[src/rtl/dmem_port_arbiter.sv]
// Single-port data memory arbiter: loader byte writes vs. CPU LSU, with lane steering and load formatting.
// Optional misaligned-access trap enabled by defining DMEM_MISALIGN_CHECK_EN.
module dmem_port_arbiter #(
    parameter int ADDR_W      = 12,
    parameter bit LD_PRIORITY = 1'b1
) (
    input  logic              clk,
    input  logic              rst,
    input  logic              ld_req,
    input  logic [ADDR_W-1:0] ld_addr,
    input  logic [7:0]        ld_wdata,
    output logic              ld_ack,
    input  logic              cpu_req,
    input  logic              cpu_we,
    input  logic [2:0]        cpu_funct3,
    input  logic [ADDR_W-1:0] cpu_addr,
    input  logic [31:0]       cpu_wdata,
    output logic [31:0]       cpu_rdata,
    output logic              cpu_ack,
    output logic              cpu_err,
    output logic              mem_en,
    output logic [3:0]        mem_we,
    output logic [ADDR_W-3:0] mem_addr,
    output logic [31:0]       mem_wdata,
    input  logic [31:0]       mem_rdata
);

    typedef enum logic [1:0] {IDLE, WR, RD, RSP} state_t;

    localparam logic [1:0] SZ_BYTE = 2'd0;
    localparam logic [1:0] SZ_HALF = 2'd1;
    localparam logic [1:0] SZ_WORD = 2'd2;

    state_t      r_state;
    logic [1:0]  r_size;
    logic        r_signed;
    logic [1:0]  r_lo;
    logic        r_rd_rsp;
    logic [31:0] r_cpu_rdata;

    logic              w_grant_ld;
    logic              w_grant_cpu;
    logic [ADDR_W-1:0] w_sel_addr;
    logic [1:0]        w_sel_lo;
    logic [1:0]        w_sel_size;
    logic [31:0]       w_sel_data;
    logic              w_sel_store;
    logic              w_misalign;
    logic [3:0]        w_mask;
    logic [31:0]       w_wdata;
    logic [7:0]        w_byte;
    logic [15:0]       w_half;
    logic [31:0]       w_fmt;

    assign w_grant_ld  = ld_req && (!cpu_req || LD_PRIORITY);
    assign w_grant_cpu = cpu_req && !w_grant_ld;
    assign w_sel_addr  = w_grant_ld ? ld_addr : cpu_addr;
    assign w_sel_lo    = w_sel_addr[1:0];
    assign w_sel_data  = w_grant_ld ? {24'h0, ld_wdata} : cpu_wdata;
    assign w_sel_store = w_grant_ld || cpu_we;

    // funct3[1] set covers LW plus the 011/110/111 encodings, all treated as word.
    assign w_sel_size  = w_grant_ld    ? SZ_BYTE :
                         cpu_funct3[1] ? SZ_WORD :
                         (cpu_funct3[0] ? SZ_HALF : SZ_BYTE);

`ifdef DMEM_MISALIGN_CHECK_EN
    assign w_misalign = w_grant_cpu &&
                        (((w_sel_size == SZ_HALF) && w_sel_lo[0]) ||
                         ((w_sel_size == SZ_WORD) && (w_sel_lo != 2'b00)));
`else
    assign w_misalign = 1'b0;
`endif

    // NOTE: every always_comb output gets a default first so no path can infer a latch.
    always_comb begin
        w_mask  = 4'b1111;
        w_wdata = w_sel_data;
        case (w_sel_size)
            SZ_BYTE: begin
                w_mask  = 4'b0001 << w_sel_lo;
                w_wdata = {4{w_sel_data[7:0]}};
            end
            SZ_HALF: begin
                w_mask  = w_sel_lo[1] ? 4'b1100 : 4'b0011;
                w_wdata = {2{w_sel_data[15:0]}};
            end
            default: ;
        endcase
    end

    always_comb begin
        w_byte = mem_rdata[7:0];
        case (r_lo)
            2'd1:    w_byte = mem_rdata[15:8];
            2'd2:    w_byte = mem_rdata[23:16];
            2'd3:    w_byte = mem_rdata[31:24];
            default: ;
        endcase
        w_half = r_lo[1] ? mem_rdata[31:16] : mem_rdata[15:0];
        case (r_size)
            SZ_BYTE: w_fmt = {{24{r_signed & w_byte[7]}}, w_byte};
            SZ_HALF: w_fmt = {{16{r_signed & w_half[15]}}, w_half};
            default: w_fmt = mem_rdata;
        endcase
    end

    // Memory data only arrives in RSP, so the formatted word bypasses the holding register there.
    assign cpu_rdata = r_rd_rsp ? w_fmt : r_cpu_rdata;

    // NOTE: sequential state uses non-blocking assignments only, so every register sees pre-edge values.
    always_ff @(posedge clk or negedge rst) begin
        if (!rst) begin
            r_state     <= IDLE;
            r_size      <= SZ_BYTE;
            r_signed    <= 1'b0;
            r_lo        <= 2'b00;
            r_rd_rsp    <= 1'b0;
            r_cpu_rdata <= 32'h0;
            ld_ack      <= 1'b0;
            cpu_ack     <= 1'b0;
            cpu_err     <= 1'b0;
            mem_en      <= 1'b0;
            mem_we      <= 4'b0000;
            mem_addr    <= '0;
            mem_wdata   <= 32'h0;
        end else begin
            ld_ack  <= 1'b0;
            cpu_ack <= 1'b0;
            cpu_err <= 1'b0;
            mem_en  <= 1'b0;
            mem_we  <= 4'b0000;
            case (r_state)
                IDLE: begin
                    if (w_grant_ld || w_grant_cpu) begin
                        r_size   <= w_sel_size;
                        r_signed <= ~cpu_funct3[2];
                        r_lo     <= w_sel_lo;
                        mem_addr <= w_sel_addr[ADDR_W-1:2];
                        if (w_misalign) begin
                            r_state <= RSP;
                            cpu_ack <= 1'b1;
                            cpu_err <= 1'b1;
                        end else if (w_sel_store) begin
                            r_state   <= WR;
                            mem_en    <= 1'b1;
                            mem_we    <= w_mask;
                            mem_wdata <= w_wdata;
                            ld_ack    <= w_grant_ld;
                            cpu_ack   <= w_grant_cpu;
                        end else begin
                            r_state <= RD;
                            mem_en  <= 1'b1;
                        end
                    end
                end
                WR: r_state <= IDLE;
                RD: begin
                    r_state  <= RSP;
                    cpu_ack  <= 1'b1;
                    r_rd_rsp <= 1'b1;
                end
                RSP: begin
                    if (r_rd_rsp) r_cpu_rdata <= w_fmt;
                    r_rd_rsp <= 1'b0;
                    r_state  <= IDLE;
                end
                default: r_state <= IDLE;
            endcase
        end
    end

endmodule

[config.mk]
export PLATFORM = sky130hd
export DESIGN_NAME = dmem_port_arbiter
export DESIGN_NICKNAME = d
export VERILOG_FILES = /design/src/rtl/dmem_port_arbiter.sv
export SDC_FILE = /design/constraint.sdc
export NUM_CORES = 1
export LEC_CHECK = 0
export ABC_AREA = 1
export CORE_MARGIN = 2
export CORE_UTILIZATION = 45
export DETAILED_ROUTE_END_ITERATION = 10
export PLACE_DENSITY = 0.83
export SLEW_MARGIN = 40
export SYNTH_ARGS = -nofsm -noshare
export SYNTH_HDL_FRONTEND = slang
export SYNTH_SLANG_ARGS = --single-unit
[constraint.sdc]
create_clock -name clk -period 2.01 [get_ports clk]
set_input_delay 0.5025 -clock clk [delete_from_list [all_inputs] [get_ports clk]]
set_output_delay 0.5025 -clock clk [all_outputs]
set_load 0.005 [all_outputs]
Word-level counts from Yosys, hierarchy flattened
Cells that the tools add are included.
Operators by class
  reduce and logical (&&, ||, !) cells: 11
  bitwise gates (word level): 3
  shift operators: 1
  muxes and demuxes: 27
  eq/ne operators: 9
Operator list (count)
  case mux 32 bit (2 select lines): 2
  two-way mux 32 bit: 2
  case mux 8 bit (3 select lines): 1
  two-way mux 16 bit: 1
  two-way mux 4 bit: 4
  two-way mux 12 bit: 1
  equality test 2 x 1 -> 1 bit, second input constant: 4
  equality test 2 bit, second input constant: 4
  two-way mux 1 bit: 8
  two-way mux 2 bit: 4
  case mux 4 bit (2 select lines): 1
  zero test 2 bit: 3
  case mux 2 bit (3 select lines): 1
  case mux 1 bit (2 select lines): 2
  left shift 1 x 2 -> 4 bit, first input constant: 1
  AND reduction 3 bit: 1
  bitwise AND 1 bit: 2
  logical OR 1 bit: 2
  inequality test 2 bit, second input constant: 1
  AND reduction 2 bit: 1
  nonzero test 2 bit: 1
  OR reduction 2 bit: 1
  logical AND 1 bit: 1
  zero test 1 bit: 1
  NOT 1 bit: 1
Storage, ports and cells
  word-level logic and storage cells: 63
  output and inout bits: 82
  bits in registers: 89

Logic depth before layout (Yosys ltp)
Gate-level depths: netlist of the first run.
  word-level depth: 8
  mapped depth: 10
  mapped depth without buffers: 8

Worst setup path before layout of the first run
OpenSTA, ideal clock, no wires.
  kind: register to output
  from: reg r_size[1]
  to: out cpu_rdata[28]
  arrival: 1.301 ns
  setup slack: 0.207 ns
  cell stages (with the launch flop): 11
  required time: 1.507 ns
  cells stage by stage: dfrtp_1 > buf_6 > inv_2 > buf_4 > nand2_1 > a21oi_2 > nand2_2 > buf_6 > nand3_2 > nand2_1 > inv_1
Between the ends
  cells in the longest elaborated chain, start to end: 3
RTL lines
  start: declaration: line 35  | logic [1:0] r_size;
  start signal: assignment: line 136  | r_size <= w_sel_size;
  equality test 2 x 1 -> 1 bit / zero test 2 bit (equally long branches): line 101  | case (r_size)
  case mux 32 bit (2 select lines) (*): line 101
  two-way mux 32 bit (*)
  end: declaration: line 18  | output logic [31:0] cpu_rdata,
Mark *: on every way between the ends. The rest lies on a longest branch, timed or not.

Final worst setup path of the first run
  from: reg r_lo[1]
  to: out cpu_rdata[30]
Between the ends
  cells in the longest elaborated chain, start to end: 5
RTL lines
  start: declaration: line 37  | logic [1:0] r_lo;
  start signal: assignment: line 138  | r_lo <= w_sel_lo;
  equality test 2 bit / equality test 2 x 1 -> 1 bit (equally long branches): line 94  | case (r_lo)
  case mux 8 bit (3 select lines): line 94
  bitwise AND 1 bit: line 102  | SZ_BYTE: w_fmt = {{24{r_signed & w_byte[7]}}, w_byte};
  case mux 32 bit (2 select lines) (*): line 101
  two-way mux 32 bit (*)
Marked as above.

==> flow_summary_export.csv, run 1 <==
group,metric,value,unit
placed_design,io_buffer_count,184,
clock_tree,cts_tree,"yes",
sta,setup_viol,35,
clock_tree,cts_made_buffers,9,
worst_setup_path,end_kind,"output port",
placed_design,post-dp-hpwl,12500,um
cells_and_area,n_antenna_cell,0,
global_routing,busiest_layer,"met2",
global_routing,grt_antenna_before_repair,0,
sta,timing.fmax,418,MHz
clock_tree,clock-sinks,89,
worst_setup_path,worstPathMaxFanout,8,
die,rows,38,
global_routing,grt_usage,0.304,
detailed_routing,drtPass1Iterations,5,
global_routing,overflow,0,
clock_tree,clk_latency,0.36,ns
worst_setup_path,cp.arrival,1.89,ns
worst_setup_path,cp.required,1.51,ns
pwr,p_total,14.3,mW
global_routing,grt_pass1_wl,28500,um
sta,finalClockSkew,0.00751,ns
die,dieArea,12100,um^2
status,violations,"setup timing",
sta,rsz0062_at_grt,"yes",
clock_tree,ctsRootBufferMaster,"clkbuf_8",
yosys,synthDistinctLibCells,35,
pwr,ir_drop,0.00108,V
sta,final.period_utilization,1.19,
pwr,power_density,1650,nW/um^2
sta,tns,-11.20,ns
detailed_routing,vias,6109,
clock_tree,clk_pin_slew,0.09,ns
global_routing,grt_pass1_vias,5948,
global_routing,grt_max_degree,42,
pwr,p_leak,4.12,nW
cells_and_area,final_nets,1078,
detailed_routing,wl_per_cell,16.9,um
clock_tree,clockBufferDepth,2,
detailed_routing,drt_iter0_drc,418,
sta,period_minus_slack,2.39,ns
status,status,"complete, but fails checks",
cells_and_area,drive_above_1_share,0.305,
sta,hold_violations,0,
global_routing,use_met1,0.354,
cells_and_area,fillerInstances,691,
placed_design,finalWeightedCongestion,0.964,
detailed_routing,drc,0,
cells_and_area,syn_to_final_growth,71.6,%
yosys,ys_seq_elements,89,
yosys,netlist_area,5050,um^2
die,start_util,0.464,
cells_and_area,final_cells,1118,
worst_setup_path,critPathLaunchType,"register",
die,die_h,110,um
flow_run,drv_cap,0,
worst_setup_path,path_class,"register to output port",
detailed_routing,routed_via_density,5.46,
detailed_routing,drt_wl_total,18900,um
die,dieWidth,110,um
die,core,10900,um^2
yosys,synth_area_per_cell,7.35,um^2
yosys,synth_fp_nets,791,
die,ios,186,
detailed_routing,ant_nets,0,
clock_tree,htreeDepth,3,
placed_design,dp_cells,1040,
sta,final_max_slew_viol_count,0,
global_routing,grt_use_met2,0.514,
global_routing,met3_usage,0.0812,
min_path,hold_class,"register to register",
sta,setup_ws,-0.384,ns
yosys,ys_warn_count,0,
yosys,synthCells,687,
yosys,ys_seq_area_frac,0.441,
sta,holdWs,0.458,ns
## critical path, cell delays in order (launching register included)
cell	delay, ns
dfrtp_2	0.45
buf_4	0.16
nand3_1	0.10
nand3_2	0.11
nand3_4	0.12
buf_12	0.12
buf_12	0.15
nand3_4	0.08
nand2_2	0.09
inv_2	0.04
buf_6	0.10
## timing repair
action,CTS,global route
cloned,2,0
resized for setup,218,73
hold buffers,1,0
setup buffers,56,12
pin swaps,28,26
endpoints found under the setup margin,32,36
hold endpoints to repair,11,0
## registers in the layout (all words and copies together) (netlist names), 2 cells and up
name and flops:
mem_wdata 32, r_state 2, r_size 2, mem_addr 10, mem_we 4, r_lo 2
r_cpu_rdata 32
## placed cells by master, fill, tap and decap left out, drive strengths merged, types with 2 or more instances in the layout
cell type,count
nand2,260
buf,167
clkdlybuf4s50,147
dfrtp,89
nor2,55
nand3,50
a31oi,46
inv,42
a21oi,29
o21ai,29
or2,20
clkbuf,9
a21boi,9
a41oi,8
dlygate4sd2,4
clkinv,2
## report_power, final
group	leakage, nW	internal, mW	switching (mW)
Sequential	1.06	2.65	0.487
Combinational	2.97	5.34	4.57
Clock	0.0974	0.577	0.683
Total	4.12	8.56	5.74
## worst paths after layout
check | to | cells past startpoint | from | slack [ns]
worst max-delay path | cpu_rdata[30] | 10 | r_lo[1]$_DFFE_PN0P_ | -0.38
worst min-delay path | ld_ack$_DFF_PN0_ | 1 | r_state[0]$_DFFE_PN0P_ | 0.46
worst max register to register | r_cpu_rdata[28]$_DFFE_PN0P_ | 17 | r_lo[1]$_DFFE_PN0P_ | -0.35
worst min register to register | ld_ack$_DFF_PN0_ | 1 | r_state[0]$_DFFE_PN0P_ | 0.46
max in group asynchronous | r_cpu_rdata[26]$_DFFE_PN0P_ | 3 | rst | 0.92
min in group asynchronous | r_cpu_rdata[0]$_DFFE_PN0P_ | 2 | rst | 0.52
## per-stage QoR
step           worst slack [ns]  cell area, um^2   util
2_1_floorplan             0.207             5050      -
3_3_place_gp             -0.860             7490  0.688
3_5_place_dp             -0.917             7490  0.688
4_1_cts                  -0.347             8330  0.765
5_1_grt                  -0.431             8670  0.796
6_report                 -0.384             8670  0.796
## cells by family (layout without fill, tap and decap cells)
group	Yosys count	count (layout)	synth area share
AO/OA/AOI/OAI	125	125	0.155
buffers and inverters	83	374	0.0741
other	1	1	0.000742
flip-flops	89	89	0.441
AND/OR/NAND/NOR	389	389	0.330
## layout make-up
| type | count | area, um^2 | share of cell area |
|---|---|---|---|
| Clock buffer | 9 | 124 | 0.0143 |
| Clock inverter | 6 | 67.6 | 0.00780 |
| Inverter | 40 | 158 | 0.0182 |
| Multi-Input combinational cell | 515 | 2850 | 0.329 |
| Sequential cell | 89 | 2230 | 0.257 |
| Tap cell | 140 | 175 | 0.0202 |
| Timing Repair Buffer | 319 | 3060 | 0.353 |
## synth_stat cells
cell type / instances / area share
a21boi_0: 9 / 0.013
a21oi_1: 28 / 0.028
a21oi_2: 1 / 0.0017
a31oi_1: 41 / 0.051
a31oi_2: 5 / 0.012
a41oi_1: 8 / 0.014
and2_1: 1 / 0.0012
buf_1: 3 / 0.0022
buf_2: 11 / 0.011
buf_4: 7 / 0.010
buf_6: 3 / 0.0067
clkbuf_1: 19 / 0.014
conb_1: 1 / 0.00074
dfrtp_1: 89 / 0.44
inv_1: 35 / 0.026
inv_2: 5 / 0.0037
nand2_1: 258 / 0.19
nand2_2: 2 / 0.0025
nand3_1: 37 / 0.037
nand3_2: 13 / 0.026
nand3b_1: 1 / 0.0015
nand4_1: 1 / 0.0012
nor2_1: 52 / 0.039
nor2_2: 2 / 0.0025
nor2_4: 1 / 0.0022
nor3_1: 1 / 0.00099
o211ai_1: 1 / 0.0015
o21a_1: 1 / 0.0015
o21ai_0: 28 / 0.028
o21ai_1: 1 / 0.00099
o21bai_1: 1 / 0.0015
o31ai_1: 1 / 0.0015
or2_0: 2 / 0.0025
or2_1: 1 / 0.0012
or2_2: 17 / 0.021
## per-layer routing
layer | vias up | wire (um)
li1 | 2827 | -
met1 | 2844 | 6950
met2 | 373 | 9220
met3 | 65 | 1950
met4 | 0 | 766
met5 | - | 0
Note: power is estimated with default switching activity, not from simulation.
==> run 2, diff against run 1 <==
--- a/config.mk
+++ b/config.mk
@@ -6,7 +6,7 @@
 export NUM_CORES = 1
 export LEC_CHECK = 0
 export ABC_AREA = 1
-export CORE_MARGIN = 2
+export CORE_MARGIN = 8
 export CORE_UTILIZATION = 45
 export DETAILED_ROUTE_END_ITERATION = 10
 export PLACE_DENSITY = 0.83
==> run 2 against run 1 <==
Effect of this change: the run still ends with setup timing left; first-iteration DRC count is 25% higher; design area is 2.0% lower; flip-flop and latch count stayed put; clock power is 13% higher; global-route usage is 3.8 points lower; largest power group unchanged.
==> flow_summary_export.csv, run 2 (synthesis gave the netlist of run 1 again) <==
group,metric,value,unit
sta,period_minus_slack,2.40,ns
global_routing,grt_antenna_before_repair,1,
die,ios,186,
worst_setup_path,r2r_cells,16,
cells_and_area,syn_to_final_growth,68.1,%
placed_design,pre_cts_ws,-0.850,ns
worst_setup_path,worstPathMaxFanout,6,
cells_and_area,multiInputGateArea,2850,um^2
placed_design,post-dp-hpwl,14400,um
cells_and_area,fillerInstances,746,
sta,timing.fmax,417,MHz
global_routing,grt_max_degree,53,
sta,finalClockSkew,0.0110,ns
sta,setup_ws,-0.387,ns
worst_setup_path,r2r_start,"r_lo[0]$_DFFE_PN0P_",
detailed_routing,wl_per_cell,18.6,um
pwr,power_density,1640,nW/um^2
global_routing,grt_pass1_vias,6264,
worst_setup_path,cp.arrival,1.89,ns
die,dieArea,14900,um^2
clock_tree,cts_tree,"yes",
worst_setup_path,end_kind,"output port",
sta,tns,-11.22,ns
worst_setup_path,cp.required,1.51,ns
min_path,hold_class,"input port to asynchronous set/reset pin",
die,die_h,122,um
sta,final_max_slew_viol_count,0,
clock_tree,ctsRootBufferMaster,"clkbuf_8",
cells_and_area,regArea,2230,um^2
cells_and_area,layout_common_cells,"nand2_1 (230), clkdlybuf4s50_1 (146), buf_4 (94)",
worst_setup_path,cp-startpoint,"r_lo[0]$_DFFE_PN0P_",
cells_and_area,drive_above_1_share,0.296,
clock_tree,clockBufferDepth,2,
status,status,"complete, but fails checks",
worst_setup_path,rrSetupSlack,-0.37,ns
flow_run,drv_cap,0,
detailed_routing,routed_via_density,5.47,
cells_and_area,final_common_cell,"nand2_1",
global_routing,grt_pass1_wl,31200,um
placed_design,io_buffer_count,184,
sta,rsz0062_at_grt,"yes",
clock_tree,clk_latency,0.37,ns
cells_and_area,reg.largest.list,"mem_wdata (32), r_cpu_rdata (32), mem_addr (10)",
placed_design,finalWeightedCongestion,0.947,
detailed_routing,drtPass1Iterations,5,
cells_and_area,final_nets,1066,
worst_setup_path,critPathLaunchType,"register",
detailed_routing,drc,0,
die,rows,38,
detailed_routing,drt_wl_total,20700,um
worst_setup_path,reg2reg_to,"r_cpu_rdata[30]$_DFFE_PN0P_",
die,start_util,0.464,
die,core,10900,um^2
sta,final.period_utilization,1.19,
sta,setup_viol,33,
clock_tree,clk_pin_slew,0.09,ns
detailed_routing,ant_nets,0,
global_routing,grt_usage,0.266,
pwr,p_leak,4.04,nW
pwr,ir_drop,0.00100,V
worst_setup_path,path_class,"register to output port",
detailed_routing,vias,6062,
sta,hold_violations,0,
clock_tree,clock-sinks,89,
global_routing,overflow,0,
die,dieWidth,122,um
clock_tree,htreeDepth,3,
clock_tree,cts_made_buffers,9,
detailed_routing,drt_iter0_drc,522,
status,violations,"setup timing",
## run 2: changes by cell type in the layout (fill, tap and decap cells not counted), sizes merged
cell | previous run | this run
bufinv | 1 | 2
clkinvlp | 1 | 0
clkbuf | 9 | 11
diode | 0 | 2
dlygate4sd2 | 4 | 5
inv | 42 | 43
dlygate4sd3 | 1 | 0
buf | 167 | 155
clkdlybuf4s50 | 147 | 146
clkinv | 2 | 1
## run 2: worst max path at each step
stage                         end  depth (start not counted)  slack (ns)
floorplan           cpu_rdata[28]                         10        0.21
global placement    cpu_rdata[19]                          9       -0.79
detailed placement  cpu_rdata[11]                          7       -0.85
CTS                 cpu_rdata[29]                         10       -0.43
global route        cpu_rdata[29]                         10       -0.45
finish              cpu_rdata[30]                         10       -0.39
## run 2: final cells by class
| cell class | instances | area share |
|---|---|---|
| timing repair buffer | 307 | 0.336 |
| antenna | 2 | 0.000590 |
| inverter | 40 | 0.0180 |
| sequential | 89 | 0.262 |
| clock inverter | 6 | 0.0115 |
| multi-input combinational | 515 | 0.335 |
| clock buffer | 10 | 0.0150 |
| tap | 140 | 0.0206 |
## run 2: power by group
part | switching (mW) | internal (mW) | total (mW)
clock | 0.711 | 0.722 | 1.43
combinational | 4.46 | 4.82 | 9.28
sequential | 0.531 | 2.64 | 3.18
total | 5.70 | 8.19 | 13.9
## run 2: metrics by stage
stage	cell area [um^2]	std cells	util	hold WS (ns)	total power, mW
after detailed placement	7450	1037	0.685	0.458	10.6
after CTS	8150	1098	0.749	0.0604	12.9
after floorplan	5050	687	-	0.207	6.55
final	8490	1109	0.780	0.0650	13.9
after global routing	8490	1108	0.779	0.0825	14.8
after global placement	7450	1037	0.685	0.450	10.4
## run 2: what timing repair did
item | 4_1_cts | 5_1_grt
setup endpoints to repair | 32 | 34
pin swaps | 22 | 33
setup buffers | 44 | 17
hold endpoints to repair | 0 | 0
resized for setup | 201 | 75
hold buffers | 0 | 0
gates cloned | 2 | 0
## run 2: critical path, stage by stage (launching register included)
cell and delay [ns]:
dfrtp_1 0.46, buf_4 0.16, nor2_2 0.04, a21oi_4 0.16
nand3_4 0.14, buf_12 0.18, buf_6 0.11, nand3_2 0.06
nand2_1 0.07, inv_1 0.05, buf_2 0.10
## run 2: routing by layer
metal / routed length (um) / GRT usage
met1: 7800 / 0.303
met2: 9800 / 0.448
met3: 2270 / 0.0912
met4: 803 / 0.113
met5: 0 / 0
